`src/rtl/inst_encoder_pkg.sv`:
```
// Shared RV32I encoding constants for the instruction encoder: immSel codes,
// major opcodes, field bit positions and the pipeline occupancy states.
package inst_encoder_pkg;

  typedef enum logic [2:0] {
    IMMSEL_R     = 3'b000,
    IMMSEL_I     = 3'b001,
    IMMSEL_B     = 3'b010,
    IMMSEL_S     = 3'b011,
    IMMSEL_LUI   = 3'b100,
    IMMSEL_AUIPC = 3'b101,
    IMMSEL_JAL   = 3'b110,
    IMMSEL_JALR  = 3'b111
  } immSel_e;

  localparam logic [6:0] OP_LUI    = 7'b0110111;
  localparam logic [6:0] OP_AUIPC  = 7'b0010111;
  localparam logic [6:0] OP_JAL    = 7'b1101111;
  localparam logic [6:0] OP_JALR   = 7'b1100111;
  localparam logic [6:0] OP_BRANCH = 7'b1100011;
  localparam logic [6:0] OP_STORE  = 7'b0100011;
  localparam logic [6:0] OP_OPIMM  = 7'b0010011;
  localparam logic [6:0] OP_OP     = 7'b0110011;

  localparam int unsigned OPCODE_LSB = 32'd0;
  localparam int unsigned RD_LSB     = 32'd7;
  localparam int unsigned FUNCT3_LSB = 32'd12;
  localparam int unsigned RS1_LSB    = 32'd15;
  localparam int unsigned RS2_LSB    = 32'd20;
  localparam int unsigned FUNCT7_LSB = 32'd25;

  typedef enum logic [1:0] {
    OCC_EMPTY = 2'd0,
    OCC_ONE   = 2'd1,
    OCC_FULL  = 2'd2
  } occ_e;

  typedef struct packed {
    logic [2:0]  sel;
    logic [6:0]  opcode;
    logic [4:0]  rd;
    logic [4:0]  rs1;
    logic [4:0]  rs2;
    logic [2:0]  funct3;
    logic [6:0]  funct7;
    logic [31:0] imm;
  } fields_t;

endpackage

```
`src/rtl/inst_encoder_imm_pack.sv`:
```
// Combinational packer: decoded fields + immediate -> RV32I word. Defining
// IMM_RANGE_CHECK_EN adds the representability check on the immediate.
module inst_encoder_imm_pack
  import inst_encoder_pkg::*;
(
  input  logic [2:0]  sel,
  input  logic [6:0]  opcode,
  input  logic [4:0]  rd,
  input  logic [4:0]  rs1,
  input  logic [4:0]  rs2,
  input  logic [2:0]  funct3,
  input  logic [6:0]  funct7,
  input  logic [31:0] imm,
  output logic [31:0] inst,
  output logic        err
);

  // Field placement per instruction format; excess immediate bits drop out.
  always_comb begin
    inst = 32'h0000_0000;
    case (sel)
      IMMSEL_R:     inst = {funct7, rs2, rs1, funct3, rd, opcode};
      IMMSEL_I,
      IMMSEL_JALR:  inst = {imm[11:0], rs1, funct3, rd, opcode};
      IMMSEL_S:     inst = {imm[11:5], rs2, rs1, funct3, imm[4:0], opcode};
      IMMSEL_B:     inst = {imm[12], imm[10:5], rs2, rs1, funct3, imm[4:1], imm[11], opcode};
      IMMSEL_LUI,
      IMMSEL_AUIPC: inst = {imm[31:12], rd, opcode};
      IMMSEL_JAL:   inst = {imm[20], imm[10:1], imm[11], imm[19:12], rd, opcode};
      default:      inst = 32'h0000_0000;
    endcase
  end

`ifdef IMM_RANGE_CHECK_EN
  // True when imm[31:msb] is not a pure sign extension of bit msb.
  function automatic logic notSignExt(input logic [31:0] value, input logic [4:0] msb);
    logic [31:0] upper;
    upper = 32'($signed(value) >>> msb);
    return !((upper == 32'h0000_0000) || (upper == 32'hFFFF_FFFF));
  endfunction

  // Flag immediates the selected format cannot carry exactly.
  always_comb begin
    err = 1'b0;
    case (sel)
      IMMSEL_R:     err = 1'b0;
      IMMSEL_I,
      IMMSEL_JALR,
      IMMSEL_S:     err = notSignExt(imm, 5'd11);
      IMMSEL_B:     err = notSignExt(imm, 5'd12) || imm[0];
      IMMSEL_JAL:   err = notSignExt(imm, 5'd20) || imm[0];
      IMMSEL_LUI,
      IMMSEL_AUIPC: err = (imm[11:0] != 12'h000);
      default:      err = 1'b0;
    endcase
  end
`else
  logic unusedImmLsb;
  assign unusedImmLsb = imm[0];
  assign err          = 1'b0;
`endif

endmodule

```
`src/rtl/inst_encoder.sv`:
```
// Two-stage valid/ready RV32I instruction encoder with a streaming byte-address
// counter. Optional immediate range check: define IMM_RANGE_CHECK_EN.
module inst_encoder
  import inst_encoder_pkg::*;
#(
  parameter int                DATA_LENGTH = 32,
  parameter int                ADDR_W      = 32,
  parameter logic [ADDR_W-1:0] RESET_ADDR  = {ADDR_W{1'b0}}
) (
  input  logic                   clk,
  input  logic                   rst,
  input  logic                   in_valid,
  output logic                   in_ready,
  input  logic [2:0]             in_sel,
  input  logic [6:0]             in_opcode,
  input  logic [4:0]             in_rd,
  input  logic [4:0]             in_rs1,
  input  logic [4:0]             in_rs2,
  input  logic [2:0]             in_funct3,
  input  logic [6:0]             in_funct7,
  input  logic [DATA_LENGTH-1:0] in_imm,
  input  logic                   addr_load,
  input  logic [ADDR_W-1:0]      addr_val,
  output logic                   out_valid,
  input  logic                   out_ready,
  output logic [DATA_LENGTH-1:0] out_inst,
  output logic [ADDR_W-1:0]      out_addr,
  output logic                   out_err
);

  occ_e                   occState, occNext;
  fields_t                s1Fields;
  logic                   s1Valid, s2Valid, s2Err, packErr;
  logic [DATA_LENGTH-1:0] s2Inst, packInst;
  logic [ADDR_W-1:0]      addr;
  logic                   accept, drain, s2Load;

  assign in_ready = !rst && ((occState != OCC_FULL) || out_ready);
  assign accept   = in_valid && in_ready;
  assign drain    = s2Valid && out_ready;
  assign s2Load   = s1Valid && (!s2Valid || out_ready);

  inst_encoder_imm_pack uPack (
    .sel    (s1Fields.sel),
    .opcode (s1Fields.opcode),
    .rd     (s1Fields.rd),
    .rs1    (s1Fields.rs1),
    .rs2    (s1Fields.rs2),
    .funct3 (s1Fields.funct3),
    .funct7 (s1Fields.funct7),
    .imm    (s1Fields.imm),
    .inst   (packInst),
    .err    (packErr)
  );

  // Occupancy state register.
  always_ff @(posedge clk) begin
    if (rst) occState <= OCC_EMPTY;
    else     occState <= occNext;
  end

  // Occupancy tracks accepted-minus-drained words across both stages.
  always_comb begin
    occNext = occState;
    case (occState)
      OCC_EMPTY: if (accept)            occNext = OCC_ONE;
                 else                   occNext = OCC_EMPTY;
      OCC_ONE:   if (accept && !drain)  occNext = OCC_FULL;
                 else if (!accept && drain) occNext = OCC_EMPTY;
                 else                   occNext = OCC_ONE;
      OCC_FULL:  if (drain && !accept)  occNext = OCC_ONE;
                 else                   occNext = OCC_FULL;
      default:                          occNext = OCC_EMPTY;
    endcase
  end

  // Stage 1 captures raw fields; it empties only when stage 2 takes its word.
  always_ff @(posedge clk) begin
    if (rst) begin
      s1Valid  <= 1'b0;
      s1Fields <= '0;
    end else if (accept) begin
      s1Valid  <= 1'b1;
      s1Fields <= '{sel: in_sel, opcode: in_opcode, rd: in_rd, rs1: in_rs1, rs2: in_rs2,
                    funct3: in_funct3, funct7: in_funct7, imm: in_imm};
    end else if (s2Load) begin
      s1Valid  <= 1'b0;
    end else begin
      s1Valid  <= s1Valid;
    end
  end

  // Stage 2 holds the encoded word and its error flag until the consumer takes it.
  always_ff @(posedge clk) begin
    if (rst) begin
      s2Valid <= 1'b0;
      s2Inst  <= {DATA_LENGTH{1'b0}};
      s2Err   <= 1'b0;
    end else if (s2Load) begin
      s2Valid <= 1'b1;
      s2Inst  <= packInst;
      s2Err   <= packErr;
    end else if (out_ready) begin
      s2Valid <= 1'b0;
    end else begin
      s2Valid <= s2Valid;
    end
  end

  // A load beats the increment, so a word handshaked alongside it keeps the old address.
  always_ff @(posedge clk) begin
    if (rst)            addr <= RESET_ADDR;
    else if (addr_load) addr <= addr_val;
    else if (drain)     addr <= addr + ADDR_W'(32'd4);
    else                addr <= addr;
  end

  assign out_valid = s2Valid;
  assign out_inst  = s2Inst;
  assign out_err   = s2Err;
  assign out_addr  = addr;

endmodule

```
`config.mk`:
```
export PLATFORM = sky130hd
export DESIGN_NAME = inst_encoder
export DESIGN_NICKNAME = d
export VERILOG_FILES = /design/src/rtl/inst_encoder_pkg.sv /design/src/rtl/inst_encoder_imm_pack.sv /design/src/rtl/inst_encoder.sv
export SDC_FILE = /design/constraint.sdc
export NUM_CORES = 1
export LEC_CHECK = 0
export CORE_AREA = 2 2 118 120
export CTS_CLUSTER_DIAMETER = 80
export DETAILED_ROUTE_END_ITERATION = 8
export DIE_AREA = 0 0 120 122
export PLACE_DENSITY_LB_ADDON = 0.2
export SLEW_MARGIN = 30
export SYNTH_ARGS = -nofsm -noshare
export SYNTH_HDL_FRONTEND = slang
export SYNTH_SLANG_ARGS = --single-unit
export TNS_END_PERCENT = 100
```
`constraint.sdc`:
```
create_clock -name clk -period 2.15 [get_ports clk]
set_input_delay 0.215 -clock clk [delete_from_list [all_inputs] [get_ports clk]]
set_output_delay 0.215 -clock clk [all_outputs]
set_load 0.02 [all_outputs]
```
==> results.py, run 1 <==
metrics = {
    "outcome": {
        "outcome": "completed",
    },
    "sta": {
        "period_minus_slack_ns": 1.98,
        "finalCritPeriodShare": 0.922,
        "hold_slack_ns": 0.233,
        "fmax_mhz": 504,
        "setup_viol": 0,
        "worst_pin_slew_ns": 0.549,
        "setup_tns_ns": 0,
        "fin_skew_ns": 0.00697,
        "max_slew_margin": 0.634,
        "slew_violations": 0,
        "rsz0062_at_grt": "false",
        "hold_viol": 0,
        "setup_slack_ns": 0.167,
    },
    "cts": {
        "htree_levels": 4,
        "cts.clk_slew.worst_paths_ns": 0.06,
        "cts_hold_buf": 0,
        "cts.sinks": 135,
        "insertion_delay_ns": 0.41,
        "cts_tree": "done",
        "root_buffer": "clkbuf_16",
        "cts_max_path_buffers": 2,
        "post_cts_resized": 0,
        "postCtsSetupBuffers": 0,
        "cts_buffers": 17,
    },
    "die": {
        "coreArea_um2": 13500,
        "ios": 171,
        "die_x_um": 120,
        "initial_core_util": 0.434,
        "num_rows": 43,
        "dieArea_um2": 14600,
        "dieHeight_um": 122,
    },
    "synth": {
        "ys_seq_area_frac": 0.461,
        "synthTopCellsByArea": "dfxtp_1 (46%), nand2b_1 (7.2%), nand2_1 (7.1%)",
        "ys_async_sr_fraction": 0,
        "synth_ff_type": "dfxtp_1",
        "synth_top_area_cell": "dfxtp_1",
        "syn_area_um2": 5860,
        "synth_cells": 711,
        "yosys-top-cells-count": "dfxtp_1 (135), nand2_1 (111), o21ai_0 (70)",
        "yosys_register_bits": 135,
        "synth_cell_types": 49,
        "syn_nets": 818,
        "synth_top_cell_area_share": 0.461,
        "syn_avg_cell_area_um2": 8.24,
        "yosys_warnings": 0,
        "synth-edff-count": 0,
        "synth.most_common_cell": "dfxtp_1",
    },
    "global_route": {
        "grt_max_degree": 136,
        "first_global_vias": 5150,
        "grt_first_pass_wirelength_um": 25100,
        "grt_usage": 0.216,
        "antenna_found_initial": 0,
        "grt-ovfl-total": 0,
    },
    "worst_setup_path": {
        "rrSetupSlack_ns": 0.31,
        "crit_path_end_kind": "primary output",
        "critPathCapture": "in_ready",
        "cp_top_family": "buffers and inverters",
        "required_ns": 1.93,
        "r2r-start": "out_addr[2]",
        "cp.arrival_ns": 1.77,
        "crit_type": "reg2out",
        "crit_fanout": 5,
        "crit_start": "occState[0]",
        "crit_cells": 3,
        "worst_path_max_delay_cell": "clkdlybuf4s50_1",
        "ff2ff_path_depth": 6,
        "start_kind": "register",
        "r2r-end": "out_addr[26]",
        "crit_path_max_incr_delay_ns": 0.64,
        "path_buf_inv": 1,
        "path_cells": "nor2_1, a21oi_1, clkdlybuf4s50_1",
    },
    "cells_and_area": {
        "drive_gt1_frac": 0.0659,
        "nets": 974,
        "finalNonFillerCells": 1060,
        "syn_to_final_growth_pct": 41.7,
        "fill_cells": 1213,
        "insertedDiodeCount": 0,
        "fin_area_um2": 8310,
    },
    "place": {
        "dp.cells": 1028,
        "dpl.hpwl_um": 10900,
        "place.gp.congestion": 0.882,
        "dpl_cell_area_um2": 7750,
        "portBuffers": 169,
        "post-place-ws_ns": 0.0828,
    },
    "route": {
        "drt_iter0_drc": 344,
        "avgRoutedWirePerCell_um": 14.6,
        "num_vias": 5379,
        "ant_nets": 0,
        "wl_um": 15500,
        "firstDrtPassIters": 5,
        "vias_per_cell": 5.07,
        "drcViolationCount": 0,
    },
    "power_and_ir_drop": {
        "power_leakage_nw": 3.03,
        "p_per_area_nw_per_um2": 781,
        "vdd_ir_drop_max_mv": 0.481,
    },
    "job": {
        "maxCapViolCount": 0,
    },
    "min_path": {
        "min_path_type": "in2reg",
    },
}
==> cell usage in the layout (no fill, tap or decap), drive strengths merged, types with 2 or more instances in the layout <==
| master | synthesis | final |
|---|---|---|
| nor2 | 55 | 55 |
| a2111oi | 2 | 2 |
| clkinv | 2 | 8 |
| nand2b | 67 | 67 |
| o21ai | 70 | 70 |
| and3 | 5 | 5 |
| clkdlybuf4s50 | 0 | 168 |
| nand2 | 112 | 112 |
| and4 | 3 | 3 |
| o22ai | 12 | 12 |
| and2 | 5 | 5 |
| xor2 | 14 | 14 |
| buf | 15 | 18 |
| inv | 13 | 14 |
| nor4 | 4 | 4 |
| clkinvlp | 0 | 4 |
| o31ai | 4 | 4 |
| xnor2 | 13 | 13 |
| mux2i | 20 | 20 |
| a21oi | 37 | 37 |
| o21a | 3 | 3 |
| dfxtp | 135 | 135 |
| nand3 | 13 | 13 |
| ha | 3 | 3 |
| nor2b | 3 | 3 |
| a211oi | 27 | 27 |
| a221o | 4 | 4 |
| a22o | 2 | 2 |
| nor3 | 11 | 11 |
| clkbuf | 34 | 20 |
| or3 | 2 | 2 |
| nand4 | 10 | 10 |
==> through the flow <==
stage | total power (W) | utilization
3_5_place_dp | 0.00382 | 0.574
5_1_grt | 0.00678 | 0.615
3_3_place_gp | 0.00380 | 0.574
6_report | 0.00649 | 0.615
4_1_cts | 0.00655 | 0.615
2_1_floorplan | 0.00334 | -
==> worst min-delay path by stage <==
stage	from	to	slack, ns	cells past startpoint
final	rst	s1Valid	0.23	4
after global placement	s1Fields[58]	out_inst[1]	0.44	2
after floorplan	in_sel[0]	s1Fields[64]	0.32	2
after CTS	rst	s1Valid	0.23	4
after global routing	rst	s1Valid	0.27	4
after detailed placement	s1Fields[59]	out_inst[2]	0.45	2
==> routing by layer <==
metal / global-route usage / part of all wire / routed length [um]
met3: 0.0510 / 0.056 / 874
met5: 0 / 0 / 0
met4: 0.0846 / 0.021 / 319
met1: 0.271 / 0.44 / 6820
met2: 0.358 / 0.48 / 7510
==> cells by family (layout without fill, tap and decap cells) <==
kind of cell	count (synthesis)	after routing	synth area share
multiplexers	20	20	0.0342
AO/OA/AOI/OAI	167	167	0.169
other	1	1	0.000640
AND/OR/NAND/NOR	294	294	0.245
flip-flops	135	135	0.461
adder cells (fa/ha/maj)	3	3	0.00640
buffers and inverters	64	233	0.0433
XOR/XNOR	27	27	0.0403
==> report_power, final <==
part	switching, W	internal, W	leakage [nW]
sequential	0.000139	0.00268	1.11
clock	0.00108	0.00164	0.268
combinational	0.000451	0.000499	1.65
==> tightest hold or removal path, stage by stage <==
cell and delay (ns):
buf_4 0.11, a21oi_1 0.06, nand2_1 0.13, o31ai_1 0.09
==> layout make-up <==
cell class | count | area [um^2] | share of cell area
Tap cell | 180 | 225 | 0.0271
Clock inverter | 12 | 103 | 0.0124
Inverter | 15 | 57.6 | 0.00693
Multi-Input combinational cell | 512 | 2910 | 0.350
Clock buffer | 20 | 457 | 0.0550
Timing Repair Buffer | 186 | 1850 | 0.223
Sequential cell | 135 | 2700 | 0.325
==> state kept, by name, summed over array words and instances (netlist names) <==
name	count
occState	2
out_addr	32
out_inst	32
out_valid	1
s1Fields	67
s1Valid	1
Note: power is estimated with default switching activity, not from simulation.
==> inputs of run 2 (changes only) <==
--- a/config.mk
+++ b/config.mk
@@ -6,7 +6,6 @@
 export NUM_CORES = 1
 export LEC_CHECK = 0
 export CORE_AREA = 2 2 118 120
-export CTS_CLUSTER_DIAMETER = 80
 export DETAILED_ROUTE_END_ITERATION = 8
 export DIE_AREA = 0 0 120 122
 export PLACE_DENSITY_LB_ADDON = 0.2
==> results of run 2 <==
No change in the layout: final DEF, timing and power equal those of run 1.
==> inputs of run 3 (changes only) <==
--- a/config.mk
+++ b/config.mk
@@ -6,6 +6,7 @@
 export NUM_CORES = 1
 export LEC_CHECK = 0
 export CORE_AREA = 2 2 118 120
+export CTS_BUF_LIST = sky130_fd_sc_hd__clkbuf_4 sky130_fd_sc_hd__clkbuf_8 sky130_fd_sc_hd__clkbuf_16
 export DETAILED_ROUTE_END_ITERATION = 8
 export DIE_AREA = 0 0 120 122
 export PLACE_DENSITY_LB_ADDON = 0.2
==> results.py, run 3 (synthesis gave the netlist of run 1 again) <==
metrics = {
    "global_route": {
        "grt_usage": 0.216,
        "grt_max_degree": 136,
        "first_global_vias": 5150,
        "grt-ovfl-total": 0,
        "grt_first_pass_wirelength_um": 25100,
        "antenna_found_initial": 0,
    },
    "cts": {
        "htree_levels": 4,
        "root_buffer": "clkbuf_16",
        "cts_max_path_buffers": 2,
        "cts_hold_buf": 0,
        "cts_buffers": 17,
        "cts_tree": "done",
        "post_cts_resized": 0,
        "cts.sinks": 135,
        "insertion_delay_ns": 0.41,
        "postCtsSetupBuffers": 0,
        "cts.clk_slew.worst_paths_ns": 0.06,
    },
    "route": {
        "num_vias": 5378,
        "highest_layer": "met4",
        "met1_length_um": 6850,
        "wl_um": 15500,
        "ant_nets": 0,
        "drt_iter0_drc": 343,
        "drcViolationCount": 0,
        "avgRoutedWirePerCell_um": 14.7,
        "wl_met3_um": 843,
        "vias_per_cell": 5.07,
        "met2_length_um": 7530,
        "firstDrtPassIters": 5,
    },
    "power_and_ir_drop": {
        "power_leakage_nw": 3.03,
        "vdd_ir_drop_max_mv": 0.481,
        "p_per_area_nw_per_um2": 782,
    },
    "cells_and_area": {
        "final_common_cell": "clkdlybuf4s50_1",
        "fin_util": 0.615,
        "finalNonFillerCells": 1060,
        "fill_cells": 1213,
        "insertedDiodeCount": 0,
        "nets": 974,
        "drive_gt1_frac": 0.0670,
        "seqCellArea_um2": 2700,
        "multi_input_area_um2": 2910,
        "most-common-layout-cells": "clkdlybuf4s50_1 (168), dfxtp_1 (135), nand2_1 (111), o21ai_0 (70), nand2b_1 (67)",
        "largest-register": "s1Fields",
        "largest_reg_flops": 67,
        "syn_to_final_growth_pct": 41.8,
        "fin_area_um2": 8310,
    },
    "place": {
        "dpl_cell_area_um2": 7750,
        "place.gp.congestion": 0.882,
        "post-place-ws_ns": 0.0828,
        "dpl.hpwl_um": 10900,
        "dp.cells": 1028,
        "portBuffers": 169,
    },
    "sta": {
        "rsz0062_at_grt": "false",
        "max_slew_margin": 0.644,
        "hold_viol": 0,
        "fmax_mhz": 504,
        "setup_viol": 0,
        "period_minus_slack_ns": 1.98,
        "fin_skew_ns": 0.00699,
        "slew_violations": 0,
        "setup_tns_ns": 0,
        "setup_slack_ns": 0.167,
        "worst_pin_slew_ns": 0.535,
        "finalCritPeriodShare": 0.922,
    },
    "die": {
        "dieHeight_um": 122,
        "die_x_um": 120,
        "initial_core_util": 0.434,
        "coreArea_um2": 13500,
        "num_rows": 43,
        "dieArea_um2": 14600,
        "ios": 171,
    },
    "min_path": {
        "min_path_type": "in2reg",
    },
    "worst_setup_path": {
        "crit_path_end_kind": "primary output",
        "cp.arrival_ns": 1.77,
        "crit_fanout": 5,
        "crit_type": "reg2out",
        "start_kind": "register",
        "required_ns": 1.93,
    },
    "job": {
        "maxCapViolCount": 0,
    },
    "outcome": {
        "outcome": "completed",
    },
}
==> run 3: power by group <==
group	internal [W]	switching, W	total, W
logic	0.000499	0.000451	0.000950
clock network	0.00166	0.00108	0.00273
registers	0.00268	0.000139	0.00282
total	0.00483	0.00167	0.00650
==> run 3: cell type report <==
class,count,area share
inverters,15,0.00693
multi-input cells,512,0.350
well taps,180,0.0271
repair buffers,186,0.223
clock inverters,12,0.0123
clock buffers,20,0.0554
flip-flops and latches,135,0.325
==> run 3: worst paths after layout <==
check / start / endpoint / slack [ns] / cells past startpoint
max reg2reg: out_addr[2] / out_addr[26] / 0.31 / 6
max: occState[0] / in_ready / 0.17 / 3
min: rst / s1Valid / 0.23 / 4
min reg2reg: out_inst[6] / out_inst[6] / 0.46 / 2
==> run 3: per-layer routing <==
layer | global-route usage | vias up
li1 | - | 2738
met1 | 0.271 | 2456
met2 | 0.358 | 156
met3 | 0.0510 | 28
met4 | 0.0846 | 0
met5 | 0 | -
==> run 3: critical path: stages (launching register included) <==
cell	delay (ns)
dfxtp_1	0.41
nor2_1	0.09
a21oi_1	0.21
clkdlybuf4s50_1	0.64
==> run 3: stage by stage <==
stage | hold slack (ns) | total power (W)
finish | 0.233 | 0.00650
global route | 0.267 | 0.00679
global placement | 0.438 | 0.00380
floorplan | 0.323 | 0.00334
detailed placement | 0.445 | 0.00382
CTS | 0.235 | 0.00656
